## config.mk

```make
export PLATFORM = sky130hd
export DESIGN_NAME = intra_net_tile_addr_gen
export DESIGN_NICKNAME = d
export VERILOG_FILES = /design/src/rtl/intra_net_pkg.sv /design/src/rtl/intra_net_delay_line.sv /design/src/rtl/intra_net_tile_addr_gen.sv
export SDC_FILE = /design/constraint.sdc
export NUM_CORES = 1
export LEC_CHECK = 0
export ABC_AREA = 1
export CORE_MARGIN = 2
export CORE_UTILIZATION = 39
export DETAILED_ROUTE_END_ITERATION = 10
export GPL_TIMING_DRIVEN = 0
export HOLD_SLACK_MARGIN = 0.12
export PLACE_DENSITY = 0.64
export REMOVE_ABC_BUFFERS = 1
export SKIP_LAST_GASP = 1
export SYNTH_ARGS = -nofsm -noshare
export SYNTH_HDL_FRONTEND = slang
export SYNTH_SLANG_ARGS = --single-unit
```

## constraint.sdc

```tcl
create_clock -name clk -period 2.7 [get_ports clk]
set_input_delay 0.54 -clock clk [delete_from_list [all_inputs] [get_ports clk]]
set_output_delay 0.54 -clock clk [all_outputs]
set_load 0.1 [all_outputs]
```

## src/rtl/intra_net_pkg.sv

```systemverilog
// Shared types for the Intra_net tile address sequencer: FSM states, tile coordinates
// and the row-major coordinate step used by both the read and write sides.
package intra_net_pkg;

  localparam int IDX_W       = 4;
  localparam int MAX_LAT_DEF = 16;
  localparam int LAT_W       = $clog2(MAX_LAT_DEF + 1);

  typedef enum logic [1:0] {
    IDLE  = 2'd0,
    READ  = 2'd1,
    DRAIN = 2'd2,
    DONE  = 2'd3
  } state_t;

  typedef struct packed {
    logic [IDX_W-1:0] r;
    logic [IDX_W-1:0] c;
  } tile_coord_t;

  function automatic tile_coord_t coord_step(input tile_coord_t p, input logic [IDX_W-1:0] cols_m1);
    tile_coord_t n;
    if (p.c == cols_m1) begin
      n.r = p.r + 1'b1;
      n.c = '0;
    end else begin
      n.r = p.r;
      n.c = p.c + 1'b1;
    end
    return n;
  endfunction

endpackage

```

## src/rtl/intra_net_delay_line.sv

```systemverilog
// Shift register carrying {valid, last} from the read strobe to the write strobe,
// with a runtime tap so the write side sees the read stream cfg_lat advancing cycles later.
module intra_net_delay_line #(
  parameter int MAX_LAT = 16,
  parameter int LW      = $clog2(MAX_LAT + 1)
) (
  input  logic          clk,
  input  logic          reset,
  input  logic          clear,
  input  logic          shift,
  input  logic          in_valid,
  input  logic          in_last,
  input  logic [LW-1:0] lat,
  output logic          out_valid,
  output logic          out_last
);

  logic [MAX_LAT-1:0] v_q;
  logic [MAX_LAT-1:0] l_q;

  always_ff @(posedge clk) begin
    if (reset || clear) begin
      v_q <= '0;
      l_q <= '0;
    end else if (shift) begin
      v_q[0] <= in_valid;
      l_q[0] <= in_last;
      for (int i = 1; i < MAX_LAT; i++) begin
        v_q[i] <= v_q[i-1];
        l_q[i] <= l_q[i-1];
      end
    end
  end

  // Latencies beyond the line depth saturate at the deepest stage.
  always_comb begin
    out_valid = v_q[MAX_LAT-1];
    out_last  = l_q[MAX_LAT-1];
    if (lat == '0) begin
      out_valid = in_valid;
      out_last  = in_last;
    end else begin
      for (int i = 1; i < MAX_LAT; i++) begin
        if (lat == LW'(i)) begin
          out_valid = v_q[i-1];
          out_last  = l_q[i-1];
        end
      end
    end
  end

endmodule

```

## src/rtl/intra_net_tile_addr_gen.sv

```systemverilog
// Tile address sequencer: linear output-buffer reads, row-strided activation-buffer writes
// delayed by the cast-pipeline latency, with a done pulse after the last write.
module intra_net_tile_addr_gen
  import intra_net_pkg::*;
#(
  parameter int ADDR_WIDTH = 10,
  parameter int IDX_WIDTH  = IDX_W,
  parameter int MAX_LAT    = MAX_LAT_DEF
) (
  input  logic                             clk,
  input  logic                             reset,
  input  logic                             start,
  input  logic                             hold,
  input  logic [ADDR_WIDTH-1:0]            O_base_addr,
  input  logic [ADDR_WIDTH-1:0]            A_base_addr,
  input  logic [ADDR_WIDTH-1:0]            A_stride,
  input  logic [IDX_WIDTH-1:0]             cfg_rows_m1,
  input  logic [IDX_WIDTH-1:0]             cfg_cols_m1,
  input  logic [$clog2(MAX_LAT+1)-1:0]     cfg_lat,
  output logic                             O_rd_en,
  output logic [ADDR_WIDTH-1:0]            O_addr,
  output logic                             A_w_en,
  output logic [ADDR_WIDTH-1:0]            A_addr,
  output logic                             busy,
  output logic                             done
);

  localparam int LW = $clog2(MAX_LAT + 1);

  state_t                state_q, state_d;
  logic [ADDR_WIDTH-1:0] o_addr_q, a_addr_q, a_row_q, stride_q;
  logic [IDX_WIDTH-1:0]  rows_m1_q, cols_m1_q;
  logic [LW-1:0]         lat_q;
  tile_coord_t           o_pos_q, a_pos_q;
  logic                  rd_q;
  logic                  accept, o_last, o_issue, a_issue, tap_valid, tap_last;

  assign accept  = (state_q == IDLE) && start && !hold;
  assign o_last  = (o_pos_q.r == rows_m1_q) && (o_pos_q.c == cols_m1_q);
  assign o_issue = rd_q && !hold;
  assign a_issue = tap_valid && !hold;

  intra_net_delay_line #(.MAX_LAT(MAX_LAT), .LW(LW)) u_delay (
    .clk       (clk),
    .reset     (reset),
    .clear     (accept),
    .shift     (!hold),
    .in_valid  (rd_q),
    .in_last   (o_last),
    .lat       (lat_q),
    .out_valid (tap_valid),
    .out_last  (tap_last)
  );

  always_ff @(posedge clk) begin
    if (reset) state_q <= IDLE;
    else       state_q <= state_d;
  end

  // With zero latency the final read and final write land in the same cycle.
  always_comb begin
    state_d = state_q;
    if (!hold) begin
      case (state_q)
        IDLE:    if (start) state_d = READ;
        READ:    if (o_issue && o_last) state_d = (a_issue && tap_last) ? DONE : DRAIN;
        DRAIN:   if (a_issue && tap_last) state_d = DONE;
        DONE:    state_d = IDLE;
        default: state_d = IDLE;
      endcase
    end
  end

  always_ff @(posedge clk) begin
    if (reset) begin
      o_addr_q  <= '0;
      a_addr_q  <= '0;
      a_row_q   <= '0;
      stride_q  <= '0;
      rows_m1_q <= '0;
      cols_m1_q <= '0;
      lat_q     <= '0;
      o_pos_q   <= '0;
      a_pos_q   <= '0;
      rd_q      <= 1'b0;
    end else if (!hold) begin
      if (accept) begin
        o_addr_q  <= O_base_addr;
        a_addr_q  <= A_base_addr;
        a_row_q   <= A_base_addr;
        stride_q  <= A_stride;
        rows_m1_q <= cfg_rows_m1;
        cols_m1_q <= cfg_cols_m1;
        lat_q     <= cfg_lat;
        o_pos_q   <= '0;
        a_pos_q   <= '0;
        rd_q      <= 1'b1;
      end else begin
        if (rd_q) begin
          if (o_last) begin
            rd_q <= 1'b0;
          end else begin
            o_addr_q <= o_addr_q + 1'b1;
            o_pos_q  <= coord_step(o_pos_q, cols_m1_q);
          end
        end
        // The final write leaves the address in place rather than stepping past the tile.
        if (tap_valid && !tap_last) begin
          if (a_pos_q.c == cols_m1_q) begin
            a_row_q  <= a_row_q + stride_q;
            a_addr_q <= a_row_q + stride_q;
          end else begin
            a_addr_q <= a_addr_q + 1'b1;
          end
          a_pos_q <= coord_step(a_pos_q, cols_m1_q);
        end
      end
    end
  end

  assign O_rd_en = o_issue;
  assign O_addr  = o_addr_q;
  assign A_w_en  = a_issue;
  assign A_addr  = a_addr_q;
  assign busy    = (state_q != IDLE);
  assign done    = (state_q == DONE) && !hold;

endmodule

```

==> results of run 1 <==
## state kept, by name, summed over array words and instances (netlist names)
register and cells:
A_addr 10, O_addr 10, a_pos_q 4, a_row_q 10, cols_m1_q 4, lat_q 5, o_pos_q 8, rd_q 1
rows_m1_q 4, state_q 2, stride_q 10, u_delay.l_q 16, u_delay.v_q 16
## worst max-delay path, delay by kind of cell, from the launching register on
kind,cells,cell delay (ns)
flops,1,0.37
buf+inv,1,0.20
simple gates,19,1.24
compound gates,2,0.25
## routing by layer
layer / routed length (um) / GRT usage, % / up-vias / share of wire [%]
met5: 0 / 0 / - / 0
met1: 6487 / 24.87 / 2338 / 48
met3: 527 / 5.197 / 7 / 3.9
li1: - / - / 2784 / -
met2: 6419 / 33.22 / 84 / 47
met4: 114 / 4.382 / 0 / 0.84
## cell usage in the layout, fill, tap and decap left out, types with 8 or more instances in the layout
cell type          n
inv_1             75
clkbuf_16          9
a31oi_1           12
nor2_4             8
nor2_1           121
buf_4             14
nand2_1          187
o21ai_0           60
clkdlybuf4s50_1   64
ha_1              19
nand2_2            8
dfxtp_1           95
nand3_1           33
a21oi_1           77
xor2_1            19
o21ai_1           14
## worst paths after layout
path         slack [ns]                      endpoint
max               -0.25                        A_w_en
min reg2reg        0.46  u_delay.l_q[15]$_SDFFE_PP0N_
min                0.46  u_delay.l_q[15]$_SDFFE_PP0N_
max reg2reg       -0.03       a_row_q[8]$_SDFFE_PP0P_
## per-stage QoR
step	cell area (um2)	util, %	setup slack [ns]
5_1_grt	6899	51.48	-0.5593
4_1_cts	6840	51.05	-0.2998
6_report	6899	51.48	-0.2544
3_5_place_dp	6274	46.82	-2.214
3_3_place_gp	6192	46.21	-5.966
2_1_floorplan	5271	-	-1.325
## power by group through the flow
stage	Clock [mW]	Sequential (mW)	Combinational, mW
after floorplan	0	1.96	0.635
after global placement	0	1.71	1.24
after detailed placement	0	1.71	1.25
after CTS	1.36	1.68	1.32
after global routing	1.42	1.70	1.48
final	1.32	1.68	1.34
## cell families after synthesis
group / count (synthesis) / synth area share, %
AOI/OAI and AO/OA: 177 / 17.50
xor gates and xnor gates: 24 / 3.893
adders and majority gates: 20 / 4.774
buffers and inverters: 116 / 8.320
DFF: 100 / 37.08
and+or+nand+nor: 382 / 28.44
## area by class of cell
| cell class | instances | share of cell area, % |
|---|---|---|
| Clock buffer | 12 | 3.718 |
| Clock inverter | 4 | 0.6892 |
| Inverter | 85 | 5.060 |
| Multi-Input combinational cell | 603 | 45.07 |
| Sequential cell | 100 | 29.25 |
| Tap cell | 176 | 3.192 |
| Timing Repair Buffer | 87 | 12.88 |
| Timing Repair inverter | 2 | 0.1451 |
## timing repair
| item | CTS | global route |
|---|---|---|
| endpoints found under the setup margin | 104 | 40 |
| pin swaps | 6 | 7 |
| gates resized for setup | 62 | 19 |
| cloned | 2 | 0 |
| setup buffers | 13 | 1 |
==> flow_summary.ini, run 1 <==
[power_and_ir_drop]
p_leak_nw = 2.774
power_density_nw_per_um2 = 630.8
pwr-share-comb_pct = 30.9
swShare_pct = 36.07
p_total_mw = 4.352
seq_power_share_pct = 38.7
vdd_ir_drop_max_uv = 385.0
p_int_mw = 2.782
p_clk_share_pct = 30.4
p_sw_mw = 1.570

[timing]
rsz0062_at_grt = true
hold_viol = 0
maxSlewViolCount = 0
setup_ws_ns = -0.2544
finalSetupViolCount = 11
timing.fmax_mhz = 338.5
setup_tns_ns = -0.4848
skew_ns = 0.01005
whs_ns = 0.4635
tightest_slew_ns = 0.9940
fin_crit_ns = 2.954
slew_headroom_pct = 33.52
period_share_pct = 109.4

[global_route]
grt_usage_pct = 19.54
grt_max_degree = 52
grt_pass1_wl_um = 23140
overflow = 0
grt_pass1_vias = 4933
grt_antenna_before_repair = 0

[worst_setup_path]
max_stage_delay_ns = 0.37
slowest_stage = dfxtp_4
reg2reg_depth = 30
setup.worst_path.start_class = flop
crit_fanout = 4
timing.rr.start = lat_q[0]$_SDFFE_PP0P_
critical_path.startpoint = lat_q[4]$_SDFFE_PP0P_
crit_required_ns = 2.16
arrival_ns = 2.41
setup.worst_path.end_class = output port
crit_chain = nor2_4 -> nand2_4 -> nor2_4 -> a21oi_1 -> nand2_1 -> nand2_1 -> nand2_1 -> nand2_1 -> nand2_1 -> nand2_1 -> nand2_1 -> nand2_1 -> nand2_1 -> nand2_1 -> nand3_1 -> nand3_1 -> nand2_1 -> nand2_1 -> nand2_2 -> nand2_4 -> a21oi_4 -> buf_12
cp_common_cell = nand2_1
worstSetupPathType = flop to output port

[placed_design]
gp_congestion = 0.7895
dp_cells = 1037
dpl.hpwl_um = 9038
port_buffers = 70

[floorplan]
initial_core_util_pct = 40.29
die_x_um = 121.7
rows = 42
die_h_um = 121.7
io_pins = 71
core-area_um2 = 13400
dieArea_um2 = 14800

[routing]
wire_per_inst_um = 12.67
drtIter0Drc = 244
final_antenna_net_count = 0
dr.pass1.iters = 5
postRouteWirelength_um = 13550
via_per_inst = 4.877
drc_errors = 0
vias = 5213

[logic_synthesis]
synth_ff_type = dfxtp_1
synth_area_leader_cell = dfxtp_1
yosys-top-cells-count = 195 x nand2_1, 128 x nor2_1, 100 x dfxtp_1
ys_warn_count = 0
netlist_area_um2 = 5399
ys_types = 35
synthTopCellsByArea = dfxtp_1 37%, nand2_1 14%, nor2_1 8.9%, a21oi_1 7.1%, o21ai_0 5.7%
yosysMostFrequentCell = nand2_1
synth-edff-count = 0
yosysSeqAreaShare_pct = 37.08
syn-instance-count = 819
postSynth.asyncResetShare_pct = 0
avgSynthCellArea_um2 = 6.592
synth_top_cell_area_share_pct = 37.08
ys_ff_latch = 100

[clock_network]
ctsHoldBuffers = 0
cts_buffers = 9
clock_latency_ns = 0.35
cts.sinks = 100
cts.clk_slew.worst_paths_ns = 0.07
clockBufferDepth = 2
htreeDepth = 3
cts_tree = built
cts-root-buf = clkbuf_16

[worst_hold_path]
whs_path_depth = 2
min-delay-path-class = flop to flop
min_from = u_delay.l_q[15]$_SDFFE_PP0N_

[final_layout]
fin_cells = 1069
nNetsFinal = 955
nFillCells = 1374
areaGrowthSynthToFinish_pct = 27.79
antennaDiodeCount = 0
ff_latch_area_um2 = 2018
multiInputGateArea_um2 = 3109
drive_above_1_share_pct = 10.08

[job]
drv_cap = 0

[outcome]
violations = setup timing
outcome = complete, but fails checks
No activity file was read; power rests on OpenSTA's default activity.
==> run 2: changes to the inputs <==
- CORE_ASPECT_RATIO: not set -> 1.1
- PLACE_DENSITY: 0.64 -> 0.63
- SKIP_LAST_GASP: 1 -> not set
- SYNTH_HIERARCHICAL: not set -> 1
==> flow_summary.ini, run 2 <==
[timing]
slew_headroom_pct = 33.52
skew_ns = 0.006282
period_share_pct = 108.3
maxSlewViolCount = 0
setup_tns_ns = -0.6635
fin_crit_ns = 2.925
finalSetupViolCount = 12
tightest_slew_ns = 0.9941
setup_ws_ns = -0.2246
timing.fmax_mhz = 341.9
rsz0062_at_grt = true
whs_ns = 0.4718
hold_viol = 0

[logic_synthesis]
yosysSeqAreaShare_pct = 34.83
synth-edff-count = 0
ys_types = 39
syn-instance-count = 883
avgSynthCellArea_um2 = 6.510
synth_top_cell_area_share_pct = 34.83
synthTopCellsByArea = dfxtp_1 35%, nand2_1 16%, nor2_1 8.6%, a21oi_1 6.3%, inv_1 5.2%
ys_warn_count = 6
synth_ff_type = dfxtp_1
yosys-top-cells-count = 240 x nand2_1, 132 x nor2_1, 100 x dfxtp_1
netlist_area_um2 = 5748
postSynth.asyncResetShare_pct = 0
ys_ff_latch = 100
yosysMostFrequentCell = nand2_1
synth_area_leader_cell = dfxtp_1

[placed_design]
dpl.hpwl_um = 9332
gp_congestion = 0.8105
port_buffers = 70

[floorplan]
dieArea_um2 = 15730
initial_core_util_pct = 39.95
die_x_um = 119.8
rows = 46
core-area_um2 = 14390
die_h_um = 131.3
io_pins = 71

[power_and_ir_drop]
vdd_ir_drop_max_uv = 353.3
power_density_nw_per_um2 = 626.6
p_leak_nw = 3.004

[clock_network]
cts-root-buf = clkbuf_16
clockBufferDepth = 2
htreeDepth = 3
clock_latency_ns = 0.35
cts_tree = built
cts.clk_slew.worst_paths_ns = 0.07
cts_buffers = 9
cts.sinks = 100

[worst_setup_path]
setup.worst_path.start_class = flop
cp_common_cell = nand2_1
path_buf_inv = 2
slowest_stage = dfxtp_4
crit_chain = nor2_4 -> nand3_2 -> nand2_1 -> nand3_1 -> nand2_1 -> nand2_1 -> nand2_1 -> nand2_1 -> nand2_1 -> nand2_1 -> nand2_1 -> nand2_1 -> nand2_1 -> nand2_1 -> nand2_1 -> nand2_1 -> nand2_1 -> nand2_1 -> nand2_1 -> nand2_1 -> nand2_1 -> inv_2 -> nor2_4 -> buf_12
crit_fanout = 4
setup.worst_path.end_class = output port
crit_required_ns = 2.16
crit_family = simple AND/OR/NAND/NOR gates
worstSetupPathType = flop to output port
max_stage_delay_ns = 0.37
arrival_ns = 2.38

[final_layout]
areaGrowthSynthToFinish_pct = 25.79
final_common_cell = nand2_1
reg_top3 = u_delay/l_q (16), u_delay/v_q (16)
nNetsFinal = 1017
mostFrequentLayoutCells = 233 x nand2_1, 129 x nor2_1, 95 x dfxtp_1, 75 x inv_1, 71 x a21oi_1
drive_above_1_share_pct = 9.424
antennaDiodeCount = 0

[global_route]
grt_pass1_wl_um = 25820
grt_usage_pct = 19.89
overflow = 0
grt_max_degree = 55
grt_pass1_vias = 5421
grt_antenna_before_repair = 0

[routing]
wire_per_inst_um = 12.98
via_per_inst = 4.947
drtIter0Drc = 481
drc_errors = 0
dr.pass1.iters = 4
vias = 5674
final_antenna_net_count = 0
postRouteWirelength_um = 14890

[outcome]
outcome = complete, but fails checks
violations = setup timing

[worst_hold_path]
min-delay-path-class = flop to flop

[job]
drv_cap = 0
run 2: what timing repair did:
item,CTS,global route
pin swaps,12,7
cloned,3,0
setup endpoints to repair,102,62
setup buffers,15,2
hold buffers,0,0
resized for setup,75,8
run 2: power by group:
part | total, mW | internal (mW) | leakage (nW) | switching (mW)
Sequential | 1.70 | 1.59 | 0.820 | 0.114
Combinational | 1.41 | 0.474 | 2.03 | 0.931
Clock | 1.42 | 0.838 | 0.159 | 0.585
Total | 4.53 | 2.90 | 3.00 | 1.63
run 2: worst paths after layout:
kind / cells past startpoint / slack (ns) / end / from
worst min-delay path: 2 / 0.47 / a_row_q[4]$_SDFFE_PP0P_ / a_row_q[4]$_SDFFE_PP0P_
worst max register to register: 30 / -0.10 / A_addr[4]$_SDFFE_PP0P_ / lat_q[4]$_SDFFE_PP0P_
worst min register to register: 2 / 0.47 / a_row_q[4]$_SDFFE_PP0P_ / a_row_q[4]$_SDFFE_PP0P_
worst max-delay path: 24 / -0.22 / A_w_en / lat_q[4]$_SDFFE_PP0P_
run 2: tightest hold or removal path, cell delays in order (launching register included):
cell and delay, ns:
dfxtp_1 0.31, nand2_1 0.06, a21oi_1 0.05
run 2: metrics by stage:
step | util, % | setup slack (ns) | area [um2] | total power [mW] | cells
floorplan | - | -1.436 | 5585 | 2.624 | 849
global placement | 45.36 | -2.271 | 6526 | 2.966 | 1111
detailed placement | 45.36 | -2.274 | 6526 | 2.972 | 1111
CTS | 49.97 | -0.2256 | 7191 | 4.540 | 1145
global route | 50.25 | -0.5318 | 7231 | 4.777 | 1147
finish | 50.25 | -0.2246 | 7231 | 4.531 | 1147
run 2: kinds of logic (layout without fill, tap and decap cells):
logic type | count (synthesis) | after routing | synth area share, %
buffers and inverters | 120 | 190 | 8.445
adder cells (fa/ha/maj) | 20 | 20 | 4.484
multiplexers | 1 | 1 | 0.1741
AO/OA/AOI/OAI | 153 | 153 | 14.74
XOR/XNOR | 24 | 24 | 3.657
flip-flops | 100 | 100 | 34.83
AND/OR/NAND/NOR | 465 | 467 | 33.67
run 2: final cells by class:
type | instances | area (um2)
Clock buffer | 10 | 239.0
Clock inverter | 6 | 86.33
Fill cell | 1493 | 7158
Inverter | 86 | 355.3
Multi-Input combinational cell | 665 | 3416
Sequential cell | 100 | 2018
Tap cell | 192 | 240.2
Timing Repair Buffer | 87 | 868.3
Timing Repair inverter | 1 | 7.507
run 2: layer usage:
metal	wire length, um	track usage (%)	share of wire [%]	vias up
met1	6803	25.51	46	2553
met4	264	5.229	1.8	0
met5	0	0	0	-
li1	-	-	-	2982
met3	751	3.733	5.0	15
met2	7069	34.10	47	124
